--- src/rtl/dice_roller_bcd.sv ---
// Dice-roller core: synchronises and debounces seven die buttons, runs a BCD
// counter confined to the selected die's range while held, freezes on release.
module dice_roller_bcd #(
    parameter int DIGITS       = 3,
    parameter int DEB_CYCLES   = 4,
    parameter int CUSTOM_FACES = 12
) (
    input  logic                clk,
    input  logic                rst_n,
    input  logic                ena,
    input  logic [6:0]          btn,
    output logic [4*DIGITS-1:0] bcd_out,
    output logic                rolling,
    output logic                result_valid,
    output logic [2:0]          die_sel
);

    localparam int W = 4 * DIGITS;

    function automatic logic [W-1:0] to_bcd(input int v);
        logic [W-1:0] r;
        int           x;
        r = '0;
        x = v;
        for (int i = 0; i < DIGITS; i++) begin
            r[4*i +: 4] = 4'(x % 10);
            x           = x / 10;
        end
        return r;
    endfunction

    // Ripple BCD increment: a digit at 9 wraps to 0 and carries upward.
    function automatic logic [W-1:0] bcd_inc(input logic [W-1:0] v);
        logic [W-1:0] r;
        logic         carry;
        r     = v;
        carry = 1'b1;
        for (int i = 0; i < DIGITS; i++) begin
            if (carry) begin
                if (v[4*i +: 4] == 4'd9) begin
                    r[4*i +: 4] = 4'd0;
                end else begin
                    r[4*i +: 4] = v[4*i +: 4] + 4'd1;
                    carry       = 1'b0;
                end
            end
        end
        return r;
    endfunction

    function automatic logic [2:0] lowest_set(input logic [6:0] v);
        logic [2:0] r;
        r = 3'd0;
        for (int i = 6; i >= 0; i--) begin
            if (v[i]) r = 3'(i);
        end
        return r;
    endfunction

    localparam logic [W-1:0] BCD_ONE     = to_bcd(1);
    localparam logic [W-1:0] FACE_D4     = to_bcd(4);
    localparam logic [W-1:0] FACE_D6     = to_bcd(6);
    localparam logic [W-1:0] FACE_D8     = to_bcd(8);
    localparam logic [W-1:0] FACE_D10    = to_bcd(10);
    localparam logic [W-1:0] FACE_D20    = to_bcd(20);
    localparam logic [W-1:0] FACE_D100   = to_bcd(100);
    localparam logic [W-1:0] FACE_CUSTOM = to_bcd(CUSTOM_FACES);
    localparam logic [7:0]   DEB_LAST    = 8'(DEB_CYCLES - 1);

    function automatic logic [W-1:0] face_table(input logic [2:0] die);
        logic [W-1:0] r;
        case (die)
            3'd0:    r = FACE_D4;
            3'd1:    r = FACE_D6;
            3'd2:    r = FACE_D8;
            3'd3:    r = FACE_D10;
            3'd4:    r = FACE_D20;
            3'd5:    r = FACE_D100;
            default: r = FACE_CUSTOM;
        endcase
        return r;
    endfunction

    // Input conditioning keeps running regardless of ena.
    logic [6:0] sync1, sync2, deb;
    logic [7:0] deb_cnt [7];

    always_ff @(posedge clk or negedge rst_n) begin
        if (!rst_n) begin
            sync1 <= '0;
            sync2 <= '0;
            deb   <= '0;
            for (int i = 0; i < 7; i++) deb_cnt[i] <= '0;
        end else begin
            sync1 <= btn;
            sync2 <= sync1;
            for (int i = 0; i < 7; i++) begin
                if (sync2[i] != deb[i]) begin
                    if (deb_cnt[i] == DEB_LAST) begin
                        deb[i]     <= ~deb[i];
                        deb_cnt[i] <= '0;
                    end else begin
                        deb_cnt[i] <= deb_cnt[i] + 8'd1;
                    end
                end else begin
                    deb_cnt[i] <= '0;
                end
            end
        end
    end

    typedef enum logic [1:0] {IDLE, ROLL, SHOW} state_t;

    state_t       state, state_nx;
    logic [W-1:0] value, value_nx;
    logic [W-1:0] faces, faces_nx;
    logic [2:0]   die, die_nx;
    logic         valid_nx;
    logic         rolling_q, valid_q;

    always_comb begin
        state_nx = state;
        value_nx = value;
        faces_nx = faces;
        die_nx   = die;
        valid_nx = 1'b0;
        if (ena) begin
            case (state)
                IDLE, SHOW: begin
                    if (|deb) begin
                        die_nx   = lowest_set(deb);
                        faces_nx = face_table(die_nx);
                        value_nx = BCD_ONE;
                        state_nx = ROLL;
                    end
                end
                ROLL: begin
                    // Only the latched die's button matters while rolling.
                    if (!deb[die]) begin
                        state_nx = SHOW;
                        valid_nx = 1'b1;
                    end else if (value == faces) begin
                        value_nx = BCD_ONE;
                    end else begin
                        value_nx = bcd_inc(value);
                    end
                end
                default: state_nx = IDLE;
            endcase
        end
    end

    always_ff @(posedge clk or negedge rst_n) begin
        if (!rst_n) begin
            state     <= IDLE;
            value     <= '0;
            faces     <= '0;
            die       <= '0;
            rolling_q <= 1'b0;
            valid_q   <= 1'b0;
        end else begin
            state     <= state_nx;
            value     <= value_nx;
            faces     <= faces_nx;
            die       <= die_nx;
            rolling_q <= (state_nx == ROLL);
            valid_q   <= valid_nx;
        end
    end

    assign bcd_out      = value;
    assign rolling      = rolling_q;
    assign result_valid = valid_q;
    assign die_sel      = die;

endmodule

--- config.mk ---
export PLATFORM = sky130hd
export DESIGN_NAME = dice_roller_bcd
export DESIGN_NICKNAME = d
export VERILOG_FILES = /design/src/rtl/dice_roller_bcd.sv
export SDC_FILE = /design/constraint.sdc
export NUM_CORES = 1
export LEC_CHECK = 0
export BUFFER_PORTS_ARGS = -buffer_cell sky130_fd_sc_hd__buf_2
export CAP_MARGIN = 40
export CORE_MARGIN = 4
export CORE_UTILIZATION = 43
export CTS_CLUSTER_SIZE = 25
export DETAILED_ROUTE_END_ITERATION = 10
export HOLD_SLACK_MARGIN = 0.15
export SETUP_SLACK_MARGIN = 0.4
export SLEW_MARGIN = 20
export SYNTH_ARGS = -nofsm -noshare
export SYNTH_HDL_FRONTEND = slang
export SYNTH_SLANG_ARGS = --single-unit
--- constraint.sdc ---
create_clock -name clk -period 4 [get_ports clk]
set_input_delay 0.6 -clock clk [delete_from_list [all_inputs] [get_ports clk]]
set_output_delay 0.6 -clock clk [all_outputs]
set_load 0.02 [all_outputs]
[Yosys cells after proc, flatten, opt, wreduce, memory -nomap -nowiden]
Cells that the tools add are included.
Cells by class
  mux-type cells: 54
  bitwise operators: 7
  reductions and logical operators: 16
  add/sub/neg operators: 10
  magnitude comparators: 1
  equality and inequality tests: 30
Operators by type and width (number)
  2-to-1 mux 8 bit: 14
  adder 8 x 1 -> 8 bit (second input constant): 7
  == test 8 x 2 -> 1 bit (second input constant): 7
  case mux 9 bit (6 select lines): 1
  2-to-1 mux 12 bit: 3
  2-to-1 mux 3 bit: 10
  case mux 12 bit (2 select lines): 1
  2-to-1 mux 4 bit: 5
  2-to-1 mux 1 bit: 15
  AND reduction 2 bit: 7
  adder 4 x 1 -> 4 bit (second input constant): 3
  == test 12 bit: 1
  == test 4 bit (second input constant): 3
  AND reduction 5 bit: 2
  != test 1 bit: 7
  inverter 1 bit: 7
  OR reduction 7 bit: 1
  == test 3 x 2 -> 1 bit (second input constant): 2
  == test 3 bit (second input constant): 2
  2-to-1 mux 2 bit: 3
  != test 3 bit (second input constant): 2
  == test 2 x 1 -> 1 bit (second input constant): 2
  less-than comparator 3 x 4 -> 1 bit (second input constant): 1
  != test 2 bit (second input constant): 2
  other kinds (10): 10
Storage, ports and cells
  output and inout port bits: 17
  logic and storage cells: 142
  bits in registers: 108
  input port bits: 10

[Longest topological paths before layout]
  depth in word-level cells: 15
  depth in mapped cells: 7
  depth with buffers taken out: 7

[Least setup slack after synthesis]
Ideal clock, no wire load.
  path kind: register to register
  from: register die[2] (netlist: die_sel[2])
  to: register value[0] (netlist: bcd_out[0])
  setup slack: 2.190 ns
  library setup time: 0.128 ns
  data required time: 3.872 ns
  path buffers: 2
  data arrival time: 1.682 ns
  cell stages (with the launch flop): 7
  period minus slack after synthesis: 1.810 ns
  cell sequence: dfrtp_1 buf_4 mux2i_1 o221ai_1 a41oi_4 buf_6 mux2_1
On the way
  longest elaborated chain between the ends: 4
Ends and longest elaborated chain
  start: declaration: RTL line 117  | logic [2:0] die, die_nx;
  start signal: assignment: RTL line 165  | die <= die_nx;
  binary-select mux 1 bit (select 3 bit): RTL line 139  | if (!deb[die]) begin
  2-to-1 mux 1 bit (implied by the code): RTL line 139
  != test 2 bit (no source line)
  AND reduction 4 bit (no source line)
  end signal: assignment: RTL line 163  | value <= value_nx;
  end: declaration: RTL line 115  | logic [W-1:0] value, value_nx;
Every way passes these cells. The select of a mux whose other input is x is not followed.
A chain may end at the register's enable or synchronous reset.

[Worst setup path in the final report]
  from: register deb[5]
  to: register value[0] (netlist: bcd_out[0])
On the way
  longest elaborated chain between the ends: 4
  elaborated cells on any way between the ends: 6
  classes of those cells: 2 x eq/ne; 2 x mux; 2 x reduce/logical
Ends and longest elaborated chain
  start: declaration: RTL line 85  | logic [6:0] sync1, sync2, deb;
  start signal: indexed assignment: RTL line 100  | deb[i] <= ~deb[i];
  binary-select mux 1 bit (select 3 bit): RTL line 139
  2-to-1 mux 1 bit (implied by the code): RTL line 139
  != test 2 bit (no source line)
  AND reduction 4 bit (no source line) (*)
Mark *: on every way between the ends. The rest lies on a longest branch, timed or not. The select of a mux whose other input is x is not followed.

==> flow_metrics.tcl <==
set metrics [dict create \
    crit_chain "nor3_1, a21oi_2, a41oi_4, mux2_1" \
    post_cts_resized 0 \
    cts_tree "yes" \
    synthTopCellsByCount "dfrtp_1, nor2_1, xor2_1, nand2_1, nand3_1" \
    ys_seq_area_share_pct 54.2 \
    cp_slowest_cell "dfrtp_1" \
    path_class "reg -> reg" \
    status "complete, no violations" \
    cts_htree_levels 3 \
    antenna_found_initial 0 \
    slowest_delay_ns 0.45 \
    cts-root-buf "clkbuf_8" \
    async_flop_share_pct 100 \
    wl_per_cell_um 13.7 \
    hold_path.class "in -> async" \
    hold_viol 0 \
    fmax_mhz 513 \
    syn_inst 438 \
    netlist.area_leader.share_pct 54.2 \
    synth_seq_cells 102 \
    rows 37 \
    synth_mux_area_share_pct 2.76 \
    required_ns 4.26 \
    yosysTopAreaCell "dfrtp_1" \
    power.clock.fraction_pct 22.8 \
    path_clk_slew_ns 0.10 \
    post-route-util_pct 49.6 \
    p_leak_nw 2.44 \
    fin_setup_tns_ns 0 \
    cts_max_path_buffers 2 \
    synthAdderAreaFrac_pct 3.45 \
    tightest_slew_ns 0.564 \
    crit_arrival_ns 2.21 \
    grt_overflow 0 \
    worst_slack_ns 2.05 \
    switching_share_pct 37.3 \
    insertion_delay_ns 0.38 \
    pin_count 27 \
    cts_hold_buf 0 \
    synth_top_family_by_area "simple AND/OR/NAND/NOR gates" \
    place_ws_ns 2.03 \
    min_period_ns 1.95 \
    grt_pass1_vias 3187 \
    insertedDiodeCount 0 \
    routed_via_density 5.14 \
    drt_wl_total_um 8380 \
    synth_edf_count 0 \
    final_antenna_net_count 0 \
    core-area_um2 10500 \
    drtIter0Drc 253 \
    finClkSkew_ns 0.0125 \
    cts-buffers-inserted 9 \
    yosys_most_used_dff "dfrtp_1" \
    switchingPower_mw 1.16 \
    synthSimpleGateAreaFrac_pct 21.1 \
    die_area_um2 12700 \
    drt-pass1-iter-count 4 \
    synth_area_leaders "dfrtp_1, xor2_1, nor2_1" \
    grt_pass1_wl_um 15300 \
    drive_gt1_share_pct 12.6 \
    critPathCaptureType "register" \
    start_util_pct 44.8 \
    die_x_um 113 \
    slew_headroom_pct 62.4 \
    hpwlAfterDp_um 5940 \
    nets 493 \
    synth-compound-area-share_pct 6.45 \
    power_density_nw_per_um2 598 \
    cts.sinks 102 \
    fin_crit_sh_pct 48.7 \
    grt_max_degree 43 \
    grt_usage_pct 14.7 \
    ir_drop_uv 306 \
    p_int_mw 1.96 \
    p_comb_share_pct 30.0 \
    synth_xor_area_share_pct 10.2 \
    gp_congestion 0.821 \
    final-setup-viol-count 0 \
    syn2layout_area_growth_pct 10.7 \
    yosysMostFrequentCell "dfrtp_1" \
    num_vias 3143 \
    rsz0062_at_grt "no" \
    synthesis.nets 461 \
    io_buffers 26 \
    crit_buf_inv 0 \
    final_max_slew_viol_count 0 \
    netlist_area_um2 4710 \
    cts_setup_buffers 0 \
    synth_cell_type_count 44 \
    cp-start-kind "register" \
    cpLargestDelayFamily "compound AO/OA/AOI/OAI gates" \
    cap_violations 0 \
    seq_power_share_pct 47.2 \
    remaining_drc_errors 0 \
    nFillCells 940 \
    post_synth.cell_area_avg_um2 10.8 \
    die_h_um 113 \
    ys_warn_count 0 \
    cp_max_fo 14 \
]
-- placed cells by master, fill, tap and decap left out, types with 9 or more instances in the layout --
cell | Yosys | layout
dfrtp_1 | 102 | 102
xnor2_1 | 13 | 13
ha_1 | 13 | 13
and3_1 | 19 | 19
nor2_1 | 63 | 63
nand2_1 | 41 | 41
clkbuf_8 | 0 | 9
inv_1 | 9 | 9
buf_2 | 3 | 25
xor2_1 | 42 | 42
nand3_1 | 35 | 35
-- worst register-to-register path, delay by kind of cell, from the launching register on --
family	cells	cell delay (ns)
AOI/OAI and AO/OA	2	0.58
DFF	1	0.45
and+or+nand+nor	1	0.44
muxes	1	0.37
-- layout make-up --
cell class,count,area [µm²],share of cell area (%)
Inverter,9,33.8,0.648
Timing Repair Buffer,29,168,3.22
Multi-Input combinational cell,319,2070,39.7
Clock buffer,9,124,2.38
Clock inverter,7,95.1,1.82
Sequential cell,102,2550,49.0
Tap cell,136,170,3.26
-- path summary, 6_finish.rpt --
check | depth (start not counted) | from | slack (ns) | to
min in group clk | 1 | btn[1] | 0.32 | sync1[1]$_DFF_PN0_
max reg2reg | 4 | deb[5]$_DFFE_PN0P_ | 2.05 | bcd_out[0]$_DFFE_PN0P_
min reg2reg | 0 | sync1[0]$_DFF_PN0_ | 0.36 | sync2[0]$_DFF_PN0_
min | 1 | rst_n | 0.16 | bcd_out[6]$_DFFE_PN0P_
max | 4 | deb[5]$_DFFE_PN0P_ | 2.05 | bcd_out[0]$_DFFE_PN0P_
max in group asynchronous | 2 | rst_n | 3.25 | deb[0]$_DFFE_PN0P_
-- power groups by stage --
stage	Combinational (mW)	Clock [mW]	Sequential, mW
detailed placement	0.941	0	1.49
CTS	0.948	0.745	1.47
floorplan	0.772	0	1.43
global placement	0.926	0	1.48
global route	1.07	0.786	1.51
finish	0.936	0.712	1.47
-- flip-flops by register name (all words and copies together) (netlist names) --
signal / flops
deb_cnt: 56
bcd_out: 12
deb: 7
sync1: 7
sync2: 7
faces: 6
die_sel: 3
state: 2
result_valid: 1
rolling: 1
-- stage by stage --
stage / instances / cell area, µm² / power, mW / hold slack, ns
final: 611 / 5210 / 3.12 / 0.162
after global routing: 611 / 5210 / 3.37 / 0.199
after CTS: 611 / 5210 / 3.16 / 0.178
after detailed placement: 595 / 4990 / 2.43 / 0.338
after global placement: 594 / 4970 / 2.41 / 0.335
after floorplan: 438 / 4710 / 2.20 / 0.304
-- layer usage --
layer | global-route usage, % | routed length (µm) | vias up
met2 | 21.7 | 3710 | 52
met5 | 0 | 0 | -
met3 | 4.47 | 396 | 9
li1 | - | - | 1564
met4 | 4.57 | 68 | 0
met1 | 20.8 | 4210 | 1518
-- logic make-up (layout without fill, tap and decap cells) --
logic type / Yosys count / after routing
adder cells (fa/ha/maj): 13 / 13
multiplexers: 12 / 12
XOR/XNOR: 55 / 55
AND/OR/NAND/NOR: 197 / 197
flip-flops: 102 / 102
buffers and inverters: 17 / 54
AO/OA/AOI/OAI: 42 / 42
Note: power is estimated with default switching activity, not from simulation.
